File: config.mk
export PLATFORM = sky130hd
export DESIGN_NAME = ddr_urgency_ctrl
export DESIGN_NICKNAME = d
export VERILOG_FILES = /design/src/rtl/ddr_urgency_pkg.sv /design/src/rtl/ddr_urgency_chan.sv /design/src/rtl/ddr_urgency_ctrl.sv
export SDC_FILE = /design/constraint.sdc
export NUM_CORES = 1
export LEC_CHECK = 0
export CORE_UTILIZATION = 35
export DETAILED_ROUTE_END_ITERATION = 10
export SYNTH_ARGS = -nofsm -noshare
export SYNTH_HDL_FRONTEND = slang
export SYNTH_SLANG_ARGS = --single-unit
File: constraint.sdc
create_clock -name clk -period 6.7 [get_ports clk]
set_clock_uncertainty 0.15 [all_clocks]
set_input_delay 1.34 -clock clk [delete_from_list [all_inputs] [get_ports clk]]
set_output_delay 1.34 -clock clk [all_outputs]
set_load 0.05 [all_outputs]
File: src/rtl/ddr_urgency_pkg.sv
// ddr_urgency_pkg: shared state type, limits and threshold helper
// for the DDR fabric-urgency controller.
package ddr_urgency_pkg;

    typedef enum logic [1:0] {
        IDLE     = 2'd0,
        URGENT   = 2'd1,
        COOLDOWN = 2'd2
    } urg_state_e;

    localparam int LEVEL_MAX = 32;
    localparam int LAT_MAX   = 32;
    localparam int HOLD_MAX  = 32;

    // Release level forced strictly below the assert level.
    function automatic logic [LEVEL_MAX-1:0] lo_eff_calc(
        input logic [LEVEL_MAX-1:0] hi,
        input logic [LEVEL_MAX-1:0] lo
    );
        logic [LEVEL_MAX-1:0] r;
        if (hi == '0) begin
            r = '0;
        end else if (lo < hi) begin
            r = lo;
        end else begin
            r = hi - LEVEL_MAX'(1);
        end
        return r;
    endfunction

endpackage

File: src/rtl/ddr_urgency_chan.sv
// ddr_urgency_chan: one port's wait counter, hold counter and
// IDLE/URGENT/COOLDOWN state machine.
module ddr_urgency_chan
    import ddr_urgency_pkg::*;
#(
    parameter int LEVEL_W = 8,
    parameter int LAT_W   = 12,
    parameter int HOLD_W  = 8
) (
    input  logic               clk,
    input  logic               rst_n,
    input  logic               enable,
    input  logic               pending,
    input  logic [LEVEL_W-1:0] fill,
    input  logic [LEVEL_W-1:0] hi_thresh,
    input  logic [LEVEL_W-1:0] lo_thresh,
    input  logic [LAT_W-1:0]   timeout,
    input  logic [HOLD_W-1:0]  hold_cycles,
    input  logic               grant,
    output logic               want,
    output logic               arb,
    output logic               arb_nxt
);

    urg_state_e state_q, state_d;
    logic [LAT_W-1:0]   wait_q, wait_d;
    logic [HOLD_W-1:0]  hold_q, hold_d;
    logic               arb_q;
    logic [LEVEL_W-1:0] lo_eff;
    logic [HOLD_W-1:0]  hold_dec;
    logic               fill_hit;
    logic               to_hit;
    logic               trigger;
    logic               release_ok;
    logic               hold_done;

    always_comb begin
        lo_eff     = LEVEL_W'(lo_eff_calc(LEVEL_MAX'(hi_thresh),
                                          LEVEL_MAX'(lo_thresh)));
        fill_hit   = (fill >= hi_thresh);
        to_hit     = (timeout != '0) && (wait_q >= timeout);
        trigger    = fill_hit || to_hit;
        release_ok = (fill <= lo_eff) && !to_hit;
        hold_dec   = (hold_q == '0) ? '0 : hold_q - HOLD_W'(1);
        // Expiry is judged on the post-decrement count, so hold_cycles
        // urgent cycles are guaranteed (at least one).
        hold_done  = (hold_dec == '0);
        want       = enable &&
                     (((state_q == IDLE) && trigger) ||
                      ((state_q == COOLDOWN) && fill_hit));
    end

    always_comb begin
        state_d = state_q;
        hold_d  = hold_q;
        if (!pending) begin
            wait_d = '0;
        end else if (wait_q == '1) begin
            wait_d = wait_q;
        end else begin
            wait_d = wait_q + LAT_W'(1);
        end
        if (!enable) begin
            state_d = IDLE;
            hold_d  = '0;
            wait_d  = '0;
        end else begin
            unique case (state_q)
                IDLE: begin
                    if (trigger && grant) begin
                        state_d = URGENT;
                        hold_d  = hold_cycles;
                    end
                end
                URGENT: begin
                    hold_d = hold_dec;
                    if (hold_done && release_ok) begin
                        state_d = COOLDOWN;
                        hold_d  = hold_cycles;
                    end
                end
                COOLDOWN: begin
                    if (fill_hit && grant) begin
                        state_d = URGENT;
                        hold_d  = hold_cycles;
                    end else if (hold_done) begin
                        state_d = IDLE;
                        hold_d  = '0;
                    end else begin
                        hold_d = hold_dec;
                    end
                end
                default: begin
                    state_d = IDLE;
                    hold_d  = '0;
                end
            endcase
        end
        arb_nxt = (state_d == URGENT);
    end

    always_ff @(posedge clk or negedge rst_n) begin
        if (!rst_n) begin
            state_q <= IDLE;
            wait_q  <= '0;
            hold_q  <= '0;
            arb_q   <= 1'b0;
        end else begin
            state_q <= state_d;
            wait_q  <= wait_d;
            hold_q  <= hold_d;
            arb_q   <= arb_nxt;
        end
    end

    assign arb = arb_q;

endmodule

File: src/rtl/ddr_urgency_ctrl.sv
// ddr_urgency_ctrl: per-port DDR ARB urgency with capped ascending grants.
// Optional per-port urgent-cycle counters under DDR_URGENCY_STATS_EN.
module ddr_urgency_ctrl
    import ddr_urgency_pkg::*;
#(
    parameter int NUM_PORTS  = 4,
    parameter int LEVEL_W    = 8,
    parameter int LAT_W      = 12,
    parameter int HOLD_W     = 8,
    parameter int MAX_URGENT = 4
) (
    input  logic                         clk,
    input  logic                         rst_n,
    input  logic                         enable,
    input  logic [NUM_PORTS-1:0]         pending,
    input  logic [NUM_PORTS*LEVEL_W-1:0] fill,
    input  logic [LEVEL_W-1:0]           hi_thresh,
    input  logic [LEVEL_W-1:0]           lo_thresh,
    input  logic [LAT_W-1:0]             timeout,
    input  logic [HOLD_W-1:0]            hold_cycles,
`ifdef DDR_URGENCY_STATS_EN
    input  logic                         stat_clr,
    output logic [NUM_PORTS*32-1:0]      urgent_cycles,
`endif
    output logic [NUM_PORTS-1:0]         arb,
    output logic                         urgent_any
);

    logic [NUM_PORTS-1:0] want;
    logic [NUM_PORTS-1:0] grant;
    logic [NUM_PORTS-1:0] arb_bits;
    logic [NUM_PORTS-1:0] arb_nxt;
    logic                 urgent_any_q, urgent_any_d;

    for (genvar i = 0; i < NUM_PORTS; i++) begin : g_chan
        ddr_urgency_chan #(
            .LEVEL_W (LEVEL_W),
            .LAT_W   (LAT_W),
            .HOLD_W  (HOLD_W)
        ) u_chan (
            .clk         (clk),
            .rst_n       (rst_n),
            .enable      (enable),
            .pending     (pending[i]),
            .fill        (fill[i*LEVEL_W +: LEVEL_W]),
            .hi_thresh   (hi_thresh),
            .lo_thresh   (lo_thresh),
            .timeout     (timeout),
            .hold_cycles (hold_cycles),
            .grant       (grant[i]),
            .want        (want[i]),
            .arb         (arb_bits[i]),
            .arb_nxt     (arb_nxt[i])
        );
    end

    // Slots come from this cycle's URGENT count, so a release frees
    // its slot only for the following cycle.
    always_comb begin : grant_logic
        int busy;
        int slots;
        busy = 0;
        for (int i = 0; i < NUM_PORTS; i++) begin
            busy += int'(arb_bits[i]);
        end
        slots = MAX_URGENT - busy;
        grant = '0;
        for (int i = 0; i < NUM_PORTS; i++) begin
            if (want[i] && (slots > 0)) begin
                grant[i] = 1'b1;
                slots    = slots - 1;
            end
        end
    end

    always_comb begin
        urgent_any_d = |arb_nxt;
    end

    always_ff @(posedge clk or negedge rst_n) begin
        if (!rst_n) begin
            urgent_any_q <= 1'b0;
        end else begin
            urgent_any_q <= urgent_any_d;
        end
    end

    assign arb        = arb_bits;
    assign urgent_any = urgent_any_q;

`ifdef DDR_URGENCY_STATS_EN
    logic [31:0] cnt_q [NUM_PORTS];
    logic [31:0] cnt_d [NUM_PORTS];

    always_comb begin
        for (int i = 0; i < NUM_PORTS; i++) begin
            cnt_d[i] = cnt_q[i];
            if (stat_clr) begin
                cnt_d[i] = '0;
            end else if (arb_bits[i] && (cnt_q[i] != '1)) begin
                cnt_d[i] = cnt_q[i] + 32'd1;
            end
        end
    end

    always_ff @(posedge clk or negedge rst_n) begin
        if (!rst_n) begin
            for (int i = 0; i < NUM_PORTS; i++) begin
                cnt_q[i] <= '0;
            end
        end else begin
            for (int i = 0; i < NUM_PORTS; i++) begin
                cnt_q[i] <= cnt_d[i];
            end
        end
    end

    always_comb begin
        for (int i = 0; i < NUM_PORTS; i++) begin
            urgent_cycles[i*32 +: 32] = cnt_q[i];
        end
    end
`else
    // Statistics counters are absent in this build.
`endif

endmodule

==> results.md <==
* PD cells at roughly 530 nW/um^2
* Critical Path Sink Type: flop
* Core area at 26950 sq um
* Area post-placement at 12020 sq um
* EDFF count, synth at 0
* Max cap viols at 0
* Arrival @ worst endpoint at approximately 6.9 ns
* DRT antenna net count at 0
* Dominant synthesized flop cell: dfrtp_1
* Row count at 60
* Internal at 3.856 mW
* GRT overflow at 0
* First-pass GRT wire length at 50250 um
* Switching Fraction at 0.4551
* Worst-path clk slew at 0.07 ns
* CTS tree: yes
* Die area at roughly 28000 sq um
* Fillers at 2527
* Die Ht at ~170 um
* Layout cells sized above 1 at 0.2603
* Post-layout min period at ~6.9 ns
* Nets at 1701
* GRT Util Overall at 0.2224
* Hold Path Class: flop to flop
* Share of flip-flops with an asynchronous set or reset at 1.000
* Highest Clock Rate at ~150 MHz
* Most frequent cells in the layout: buf_4, ha_1, nor2_1
* Post-Route WL at ~31000 um
* Cells after Synth at approximately 1200
* Top-Level Pins at 80
* DPL Wire Length at 23330 um
* Slew at the pin closest to its max-slew limit at a little under 1 ns
* Vias per inst at between 5 and 6
* Crit-path max cell delay at about 0.53 ns
* DR iter-0 viols at 620
* Final setup viols at 9
* Port Buffers at just under 80
* Pin count of the biggest net entering global routing at a little under 70
* CTS Sinks at 93
* Clk root buf: clkbuf_16
* Place WS at -1.028 ns
* Status: finished, violations left
* Mapped Area at 9603 sq um
* DRC violations left at 0
* Hold_buf cts at 0
* Drt pass-1 iters at 5
* NetSw at approximately 3.2 mW
* Die X at between 150 and 200 um
* WL per Instance at 17.14 um
* VDD IR-drop max at 0.3742 mV
* Startpoint types: input pin
* Leak at slightly above 6 nW
* Distinct cell type count after synthesis at just over 80
* Register area share after synthesis at 0.2423
* Rel. slew slack at 0.3310
* Worst Path Class, Setup: input pin to flop
* Sum Neg Setup Slack at -1.144 ns
* Most common cell after layout, fill and taps aside: buf_4
* Total CTS buffers at 9
* Syn-to-layout area delta at 40.29%
* WP data required at ~6.8 ns
* Period utilization at 1.024
* #FFs+latches synth at 93
* R2R Setup Slk at -0.15 ns
* Vias in the first global route at 9582
* CP Max Fanout at 6
* Final GP Congestion at 0.8998
* Routed vias at between 9000 and 10000
* Power share of the combinational group at 0.817
* Unrepaired setup endpoints after global routing: true
* Synth Warn # at 0
* Failing checks: setup timing
* H-tree depth at 3
* Clk buf depth at 2
* Synthesized Nets at approximately 1400
* Clock network power share at 0.070
* Design Area, Final at around 13000 sq um
* Initial antenna violation count at 1
* Final WS setup at -0.1620 ns
* Mapped Avg Cell Area at 8.117 sq um
* Seq pwr share at 0.113
* Starting density of the core at 0.3563
* Worst-Skew Late Latency at 0.36 ns
* Final slew viol count at 0
* CP max-delay cell: or4_4
* Total power at a little over 7 mW
* Final Hold Viols at 0
-- cell usage after synthesis, types with 4 or more instances --
cell type	n	area (sq um)
o21ai_0	76	380.4
a211o_1	6	52.55
mux2i_1	13	130.1
nor4b_1	6	52.55
nor4_1	13	81.33
o21a_1	17	127.6
nor2_1	128	480.5
nand2_1	102	382.9
a21oi_1	77	385.4
nand2b_1	18	112.6
and2_1	8	50.05
nand3_1	44	220.2
buf_4	4	30.03
a2bb2oi_1	6	52.55
nor3b_1	8	60.06
nor3_1	35	175.2
a31oi_1	10	62.56
inv_1	74	277.8
nor2b_1	15	93.84
nand4_1	22	137.6
a211oi_1	9	67.56
xnor2_1	22	192.7
a22oi_1	5	37.54
o211ai_1	20	150.1
dfrtp_1	93	2327
a21o_1	20	150.1
clkbuf_1	21	78.83
ha_1	150	1877
o221ai_1	4	35.03
o2111ai_1	4	35.03
a2111oi_0	5	43.79
o21bai_1	5	37.54
or3_1	21	131.4
a32o_1	8	80.08
o21ai_1	7	35.03
and3_1	16	100.1
o31a_1	4	35.03
xor2_1	22	192.7
-- path summary, 6_finish.rpt --
check / from / to / cells after the start
min in group asynchronous: rst_n / g_chan[3].u_chan.wait_q[0]$_DFFE_PN0P_ / 1
setup reg to reg: g_chan[1].u_chan.arb$_DFF_PN0_ / urgent_any$_DFF_PN0_ / 32
hold / removal: g_chan[1].u_chan.hold_q[1]$_DFFE_PN0P_ / g_chan[1].u_chan.hold_q[1]$_DFFE_PN0P_ / 2
hold reg to reg: g_chan[1].u_chan.hold_q[1]$_DFFE_PN0P_ / g_chan[1].u_chan.hold_q[1]$_DFFE_PN0P_ / 2
setup / recovery: timeout[8] / urgent_any$_DFF_PN0_ / 29
max in group asynchronous: rst_n / g_chan[1].u_chan.hold_q[2]$_DFFE_PN0P_ / 2
-- routing by layer --
layer  vias up  part of all wire  global-route usage
met1      4644              0.47              0.3037
met5         -                 0                   0
met2       227              0.46              0.3618
met3        54             0.037             0.03073
met4         0             0.026             0.06901
li1       4929                 -                   -
-- cell families after synthesis --
logic type | count (synthesis) | synth area share
AO/OA/AOI/OAI | 316 | 0.2214
XOR/XNOR | 44 | 0.04013
adder cells (fa/ha/maj) | 151 | 0.1975
buffers and inverters | 105 | 0.04287
flip-flops | 93 | 0.2423
multiplexers | 15 | 0.01590
AND/OR/NAND/NOR | 459 | 0.2399
-- flip-flops by register name (all words and copies together) (netlist names) --
name / count
g_chan.u_chan.arb: 4
g_chan.u_chan.hold_q: 32
g_chan.u_chan.state_q: 8
urgent_any: 1
g_chan.u_chan.wait_q: 48
-- per-stage QoR --
| step | std cells | hold slack [ns] | util |
|---|---|---|---|
| after floorplan | 1183 | 0.3153 | - |
| after global placement | 1726 | 0.3492 | 0.4460 |
| after detailed placement | 1726 | 0.3596 | 0.4460 |
| after CTS | 1809 | 0.3756 | 0.4862 |
| after global routing | 1821 | 0.4077 | 0.4999 |
| final | 1821 | 0.3701 | 0.4999 |
-- cell type report --
cell class,instances,area (sq um),share of cell area
Antenna cell,1,2.502,0.0001858
Clock buffer,12,246.5,0.01830
Clock inverter,3,22.52,0.001672
Inverter,75,286.5,0.02127
Multi-Input combinational cell,985,7664,0.5689
Sequential cell,93,2327,0.1727
Tap cell,341,426.7,0.03167
Timing Repair Buffer,311,2496,0.1853
-- worst max-delay path: cells and delay by family --
family / cells / cell delay (ns)
xor gates and xnor gates: 1 / 0.16
AOI/OAI and AO/OA: 8 / 1.63
and+or+nand+nor: 15 / 3.01
buffers and inverters: 2 / 0.15
adders and majority gates: 3 / 0.63
-- power by group through the flow --
stage | Combinational [mW] | Sequential (mW) | Clock (mW)
detailed placement | 4.59 | 0.800 | 0
global route | 6.24 | 0.818 | 0.522
floorplan | 2.77 | 0.758 | 0
finish | 5.78 | 0.800 | 0.493
global placement | 4.59 | 0.798 | 0
CTS | 5.16 | 0.793 | 0.504
-- repair_timing --
action | 4_1_cts | 5_1_grt
pin swaps | 39 | 28
resized for setup | 128 | 73
setup buffers | 69 | 14
endpoints found under the setup margin | 17 | 28
(Power assumes the default switching activity.)
